**src/rtl/rr_grant_arbiter16.sv**
```systemverilog
`default_nettype none
// ============================================================================
// Module   : rr_grant_arbiter16
// Brief    : 16-requester round-robin arbiter with registered one-hot grant
//            and a hold limit that forces rotation under contention.
// Revision : 1.0 - initial release
// ============================================================================
module rr_grant_arbiter16 #(
    parameter int MAX_HOLD = 8
) (
    input  logic        clk,
    input  logic        reset,
    input  logic [15:0] req,
    output logic [15:0] grant,
    output logic        grant_valid
);

    typedef enum logic [0:0] {
        ST_IDLE  = 1'b0,
        ST_GRANT = 1'b1
    } state_t;

    localparam logic [7:0] c_max_hold = 8'(MAX_HOLD);

    state_t      r_state, w_state_nxt;
    logic [3:0]  r_ptr, w_ptr_nxt;
    logic [3:0]  r_gidx, w_gidx_nxt;
    logic [7:0]  r_hold_cnt, w_hold_nxt;
    logic [15:0] r_grant, w_grant_nxt;
    logic        r_valid, w_valid_nxt;
    logic [3:0]  w_win_idx;
    logic [3:0]  w_scan_idx;
    logic        w_release;
    logic        w_force;

    // Scan downward so the lowest offset from r_ptr is the last (winning) write.
    always_comb begin
        w_win_idx  = r_ptr;
        w_scan_idx = r_ptr;
        for (int i = 15; i >= 0; i--) begin
            w_scan_idx = r_ptr + 4'(i);
            if (req[w_scan_idx]) begin
                w_win_idx = w_scan_idx;
            end
        end
    end

    always_comb begin
        w_release = !req[r_gidx];
        w_force   = (c_max_hold != 8'd0) && (r_hold_cnt == c_max_hold) &&
                    req[r_gidx] && (|(req & ~r_grant));
    end

    always_comb begin
        w_state_nxt = r_state;
        w_ptr_nxt   = r_ptr;
        w_gidx_nxt  = r_gidx;
        w_hold_nxt  = r_hold_cnt;
        w_grant_nxt = r_grant;
        w_valid_nxt = r_valid;
        case (r_state)
            ST_IDLE: begin
                if (|req) begin
                    w_state_nxt = ST_GRANT;
                    w_gidx_nxt  = w_win_idx;
                    w_grant_nxt = 16'h0001 << w_win_idx;
                    w_valid_nxt = 1'b1;
                    w_hold_nxt  = 8'd1;
                end
            end
            ST_GRANT: begin
                if (w_release || w_force) begin
                    // Pointer moves past the old winner, leaving one idle bubble.
                    w_state_nxt = ST_IDLE;
                    w_ptr_nxt   = r_gidx + 4'd1;
                    w_grant_nxt = 16'h0000;
                    w_valid_nxt = 1'b0;
                    w_hold_nxt  = 8'd0;
                end else if ((c_max_hold != 8'd0) && (r_hold_cnt >= c_max_hold)) begin
                    w_hold_nxt = r_hold_cnt;
                end else if (r_hold_cnt != 8'hFF) begin
                    w_hold_nxt = r_hold_cnt + 8'd1;
                end
            end
            default: begin
                w_state_nxt = ST_IDLE;
            end
        endcase
    end

    always_ff @(posedge clk) begin
        if (reset) begin
            r_state    <= ST_IDLE;
            r_ptr      <= 4'd0;
            r_gidx     <= 4'd0;
            r_hold_cnt <= 8'd0;
            r_grant    <= 16'h0000;
            r_valid    <= 1'b0;
        end else begin
            r_state    <= w_state_nxt;
            r_ptr      <= w_ptr_nxt;
            r_gidx     <= w_gidx_nxt;
            r_hold_cnt <= w_hold_nxt;
            r_grant    <= w_grant_nxt;
            r_valid    <= w_valid_nxt;
        end
    end

    assign grant       = r_grant;
    assign grant_valid = r_valid;

endmodule
`default_nettype wire
```
**config.mk**
```make
export PLATFORM = sky130hd
export DESIGN_NAME = rr_grant_arbiter16
export DESIGN_NICKNAME = d
export VERILOG_FILES = /design/src/rtl/rr_grant_arbiter16.sv
export SDC_FILE = /design/constraint.sdc
export NUM_CORES = 1
export LEC_CHECK = 0
export ABC_AREA = 1
export ABC_CLOCK_PERIOD_IN_PS = 3110
export BUFFER_PORTS_ARGS = -buffer_cell sky130_fd_sc_hd__buf_4
export CORE_MARGIN = 2
export CORE_UTILIZATION = 55
export DETAILED_ROUTE_END_ITERATION = 12
export PLACE_DENSITY_LB_ADDON = 0.1
export SLEW_MARGIN = 15
export SYNTH_ARGS = -nofsm -noshare
export SYNTH_HDL_FRONTEND = slang
export SYNTH_SLANG_ARGS = --single-unit
```
**constraint.sdc**
```tcl
create_clock -name clk -period 3.11 [get_ports clk]
set_input_delay 0.4665 -clock clk [delete_from_list [all_inputs] [get_ports clk]]
set_output_delay 0.4665 -clock clk [all_outputs]
set_load 0.01 [all_outputs]
```
==> summary.md <==
| Metric | Value |
|---|---|
| Netlist cell types | 37 |
| Critical Path RT | 3.34 ns |
| Layout Nets | ~700 |
| Finish-stage setup viols | 0 |
| Initial DRC count | between 300 and 400 |
| Crit-path max cell delay | approximately 0.34 ns |
| Net Count, Synth | between 600 and 700 |
| CTS max path bufs | 2 |
| Antenna diodes | 0 |
| Via count | about 4300 |
| Kind of critical path | reg2reg |
| Later-pin clock latency in the skew report | roughly 0.3 ns |
| # rows | 28 |
| Vias per cell | 5.742 |
| Core area | around 6000 sq um |
| Most used cell, CP | nand2_1 |
| Worst Setup End Kind | flip-flop |
| Layout area overhead | 26.02% |
| Initial core utilization | between 50% and 60% |
| Hold Path Depth | 2 |
| Critical Path Stages | 28 |
| Async SR Flop Fraction | 0% |
| Seq/Total Area, Yosys | between 15 and 20% |
| Synth warnings | 0 |
| CTS buffer count | 5 |
| Post-synthesis register bit count | 34 |
| Dominant synthesized flop cell | dfxtp_1 |
| CP Max Fanout | 6 |
| Worst-Margin Slew | approximately 0.63 ns |
| Worst flop-to-flop path startpoint | r_ptr[0] |
| CTS Sinks | 34 |
| Post-synth top area cell | nand2_1 |
| Vias in the first global route | 3894 |
| Final Max Tran Viols | 0 |
| RR Endpoint | grant[13] |
| Setup crit start kind | flip-flop |
| Setup WS post-layout | 0.1955 ns |
| Pre-CTS setup slack | 0.1311 ns |
| Highest Clock Rate | between 300 and 400 MHz |
| First-pass DRT Iterations | 5 |
| Layout cells sized above 1 | around 25% |
| Antenna violations before repair | 0 |
| Syn_area_per_cell | roughly 5.7 sq um |
| Post-synth top area share | 22.64% |
| Final HPWL from detailed placement | around 8.2 mm |
| Fin Hold WS | about 0.42 ns |
| Slowest cell on crit path | dfxtp_2 |
| Cells after Synth | between 600 and 700 |
| Post-route DRC | 0 |
| Area of the multi-input gates | 2502 sq um |
| Hold Crit Class | in2reg |
| FILL cells | about 530 |
| Slew headroom | slightly below 60% |
| Worst reg2reg path depth | 28 |
| DRT antenna net count | 0 |
| First-pass GRT wire length | around 18 mm |
| Global Route Usage Sum | between 30% and 40% |
| Post-CTS Hold Buffers | 0 |
| Fin crit share | around 94% |
| Routed WL | about 12 mm |
| FF+latch area | around 690 sq um |
| WP data arrival | between 3 and 4 ns |
| Top-count cell post-synth | nand2_1 |
| DIE AREA | about 6900 sq um |
| Root Driver | clkbuf_8 |
| Synth top cells by count | nand2_1, inv_1, nand3_1 |
| Hold Violations, Final | 0 |
| Outcome | finished, final reports clean |
| Placer Congestion | 1.015 |
| Reg clk slew, reported paths | around 0.080 ns |
| Die Span Y | ~83 um |
| Cell family with most CP delay | simple AND/OR/NAND/NOR gates |
| Min Tclk post-route | 2.914 ns |
| WHS Endpoint | grant[2] |
| R2r setup slk | just under 0.2 ns |
| Largest net degree at the start of global routing | 22 |
| Number of buffers and inverters on the critical path | 3 |
| Die W | 83.18 um |
| I/O pin count | 35 |
| GRT overflow | 0 |
| EDFF count, synth | 0 |
| Fin Clk Skew | roughly 0.0086 ns |
| Max-Cap Viols | 0 |
| CTS HTree Levels | 2 |
| Routed wire length per instance | 15.56 um |
| Synth area leaders | nand2_1, dfxtp_1, nand3_1 |
| CTS tree | done |
| Hold wc startpoint | reset |
| Post-Syn Area | ~3400 sq um |
| Number of I/O port buffers | 34 |
==> placed cells by master (no fill, tap or decap), types with 4 or more instances in the layout <==
master and n:
o22ai_1 6, o21ai_2 4, a21oi_2 4, inv_1 81, o21ai_1 6, nor2_4 5, nor4_1 4, buf_8 4
o21ai_0 35, buf_4 59, nand3_2 15, nand2_4 6, nor2_2 5, nand2_1 199, clkbuf_8 5, a21oi_1 29
inv_2 9, dfxtp_1 31, ha_1 7, inv_6 4, nor2_1 21, nand3_1 62, nor3_1 5, nand2_2 25
==> worst max-delay path by stage <==
stage                     startpoint   endpoint  slack (ns)
after global placement      r_ptr[0]   grant[2]        0.17
after detailed placement    r_ptr[0]   grant[2]        0.13
after CTS                   r_ptr[0]   grant[2]        0.11
after floorplan             r_ptr[1]   grant[8]        0.22
after global routing        r_ptr[0]   grant[5]       -0.11
final                       r_ptr[0]  grant[13]        0.20
==> worst reg2reg max path: cells and delay by family, from the launching register on <==
family / cells / cell delay [ns]
and+or+nand+nor: 21 / 1.35
buffers and inverters: 3 / 0.42
DFF: 1 / 0.34
AOI/OAI and AO/OA: 2 / 0.31
xor gates and xnor gates: 1 / 0.25
adders and majority gates: 1 / 0.18
==> metal layers <==
layer / wire length [um] / up-vias / GRT usage (%) / part of all wire, %
met5: 0 / - / 0 / 0
li1: - / 2055 / - / -
met2: 5512 / 238 / 54.03 / 48
met1: 4489 / 1906 / 36.14 / 39
met4: 633 / 0 / 15.95 / 5.5
met3: 898 / 56 / 3.181 / 7.8
==> timing repair <==
item,4_1_cts,5_1_grt
endpoints found under the setup margin,0,19
buffers inserted,0,18
gates resized for setup,0,72
==> layout make-up <==
type                            count  area share [%]
Sequential cell                    34           15.81
Clock inverter                      3           1.584
Timing Repair Buffer               66           12.55
Multi-Input combinational cell    463           57.59
Tap cell                           75           2.160
Clock buffer                        5           1.584
Inverter                           95           8.724
==> state kept, by name (all words and copies together), names as in the netlist <==
signal and flops:
r_ptr 4, grant_valid 1, grant 16, r_gidx 4, r_state 1, r_hold_cnt 8
==> per-stage QoR <==
step,utilization [%],std cells,area [sq um],TNS (ns)
after CTS,65.60,723,3930,0
after global placement,63.30,715,3792,0
after global routing,72.54,741,4345,-0.8156
final,72.54,741,4345,0
after floorplan,-,607,3448,0
after detailed placement,63.30,715,3792,0
==> cells by family (layout without fill, tap and decap cells) <==
| logic type | after synthesis | after routing | share of synthesized area (%) |
|---|---|---|---|
| and+or+nand+nor | 352 | 352 | 44.85 |
| DFF | 34 | 34 | 19.74 |
| AOI/OAI and AO/OA | 93 | 93 | 15.06 |
| buffers and inverters | 110 | 169 | 13.72 |
| adders and majority gates | 10 | 10 | 3.628 |
| xor gates and xnor gates | 8 | 8 | 3.012 |
Power is left out: the tool's default activity adds up to more than one toggle a clock period on the data nets, which glitch-free logic cannot reach.
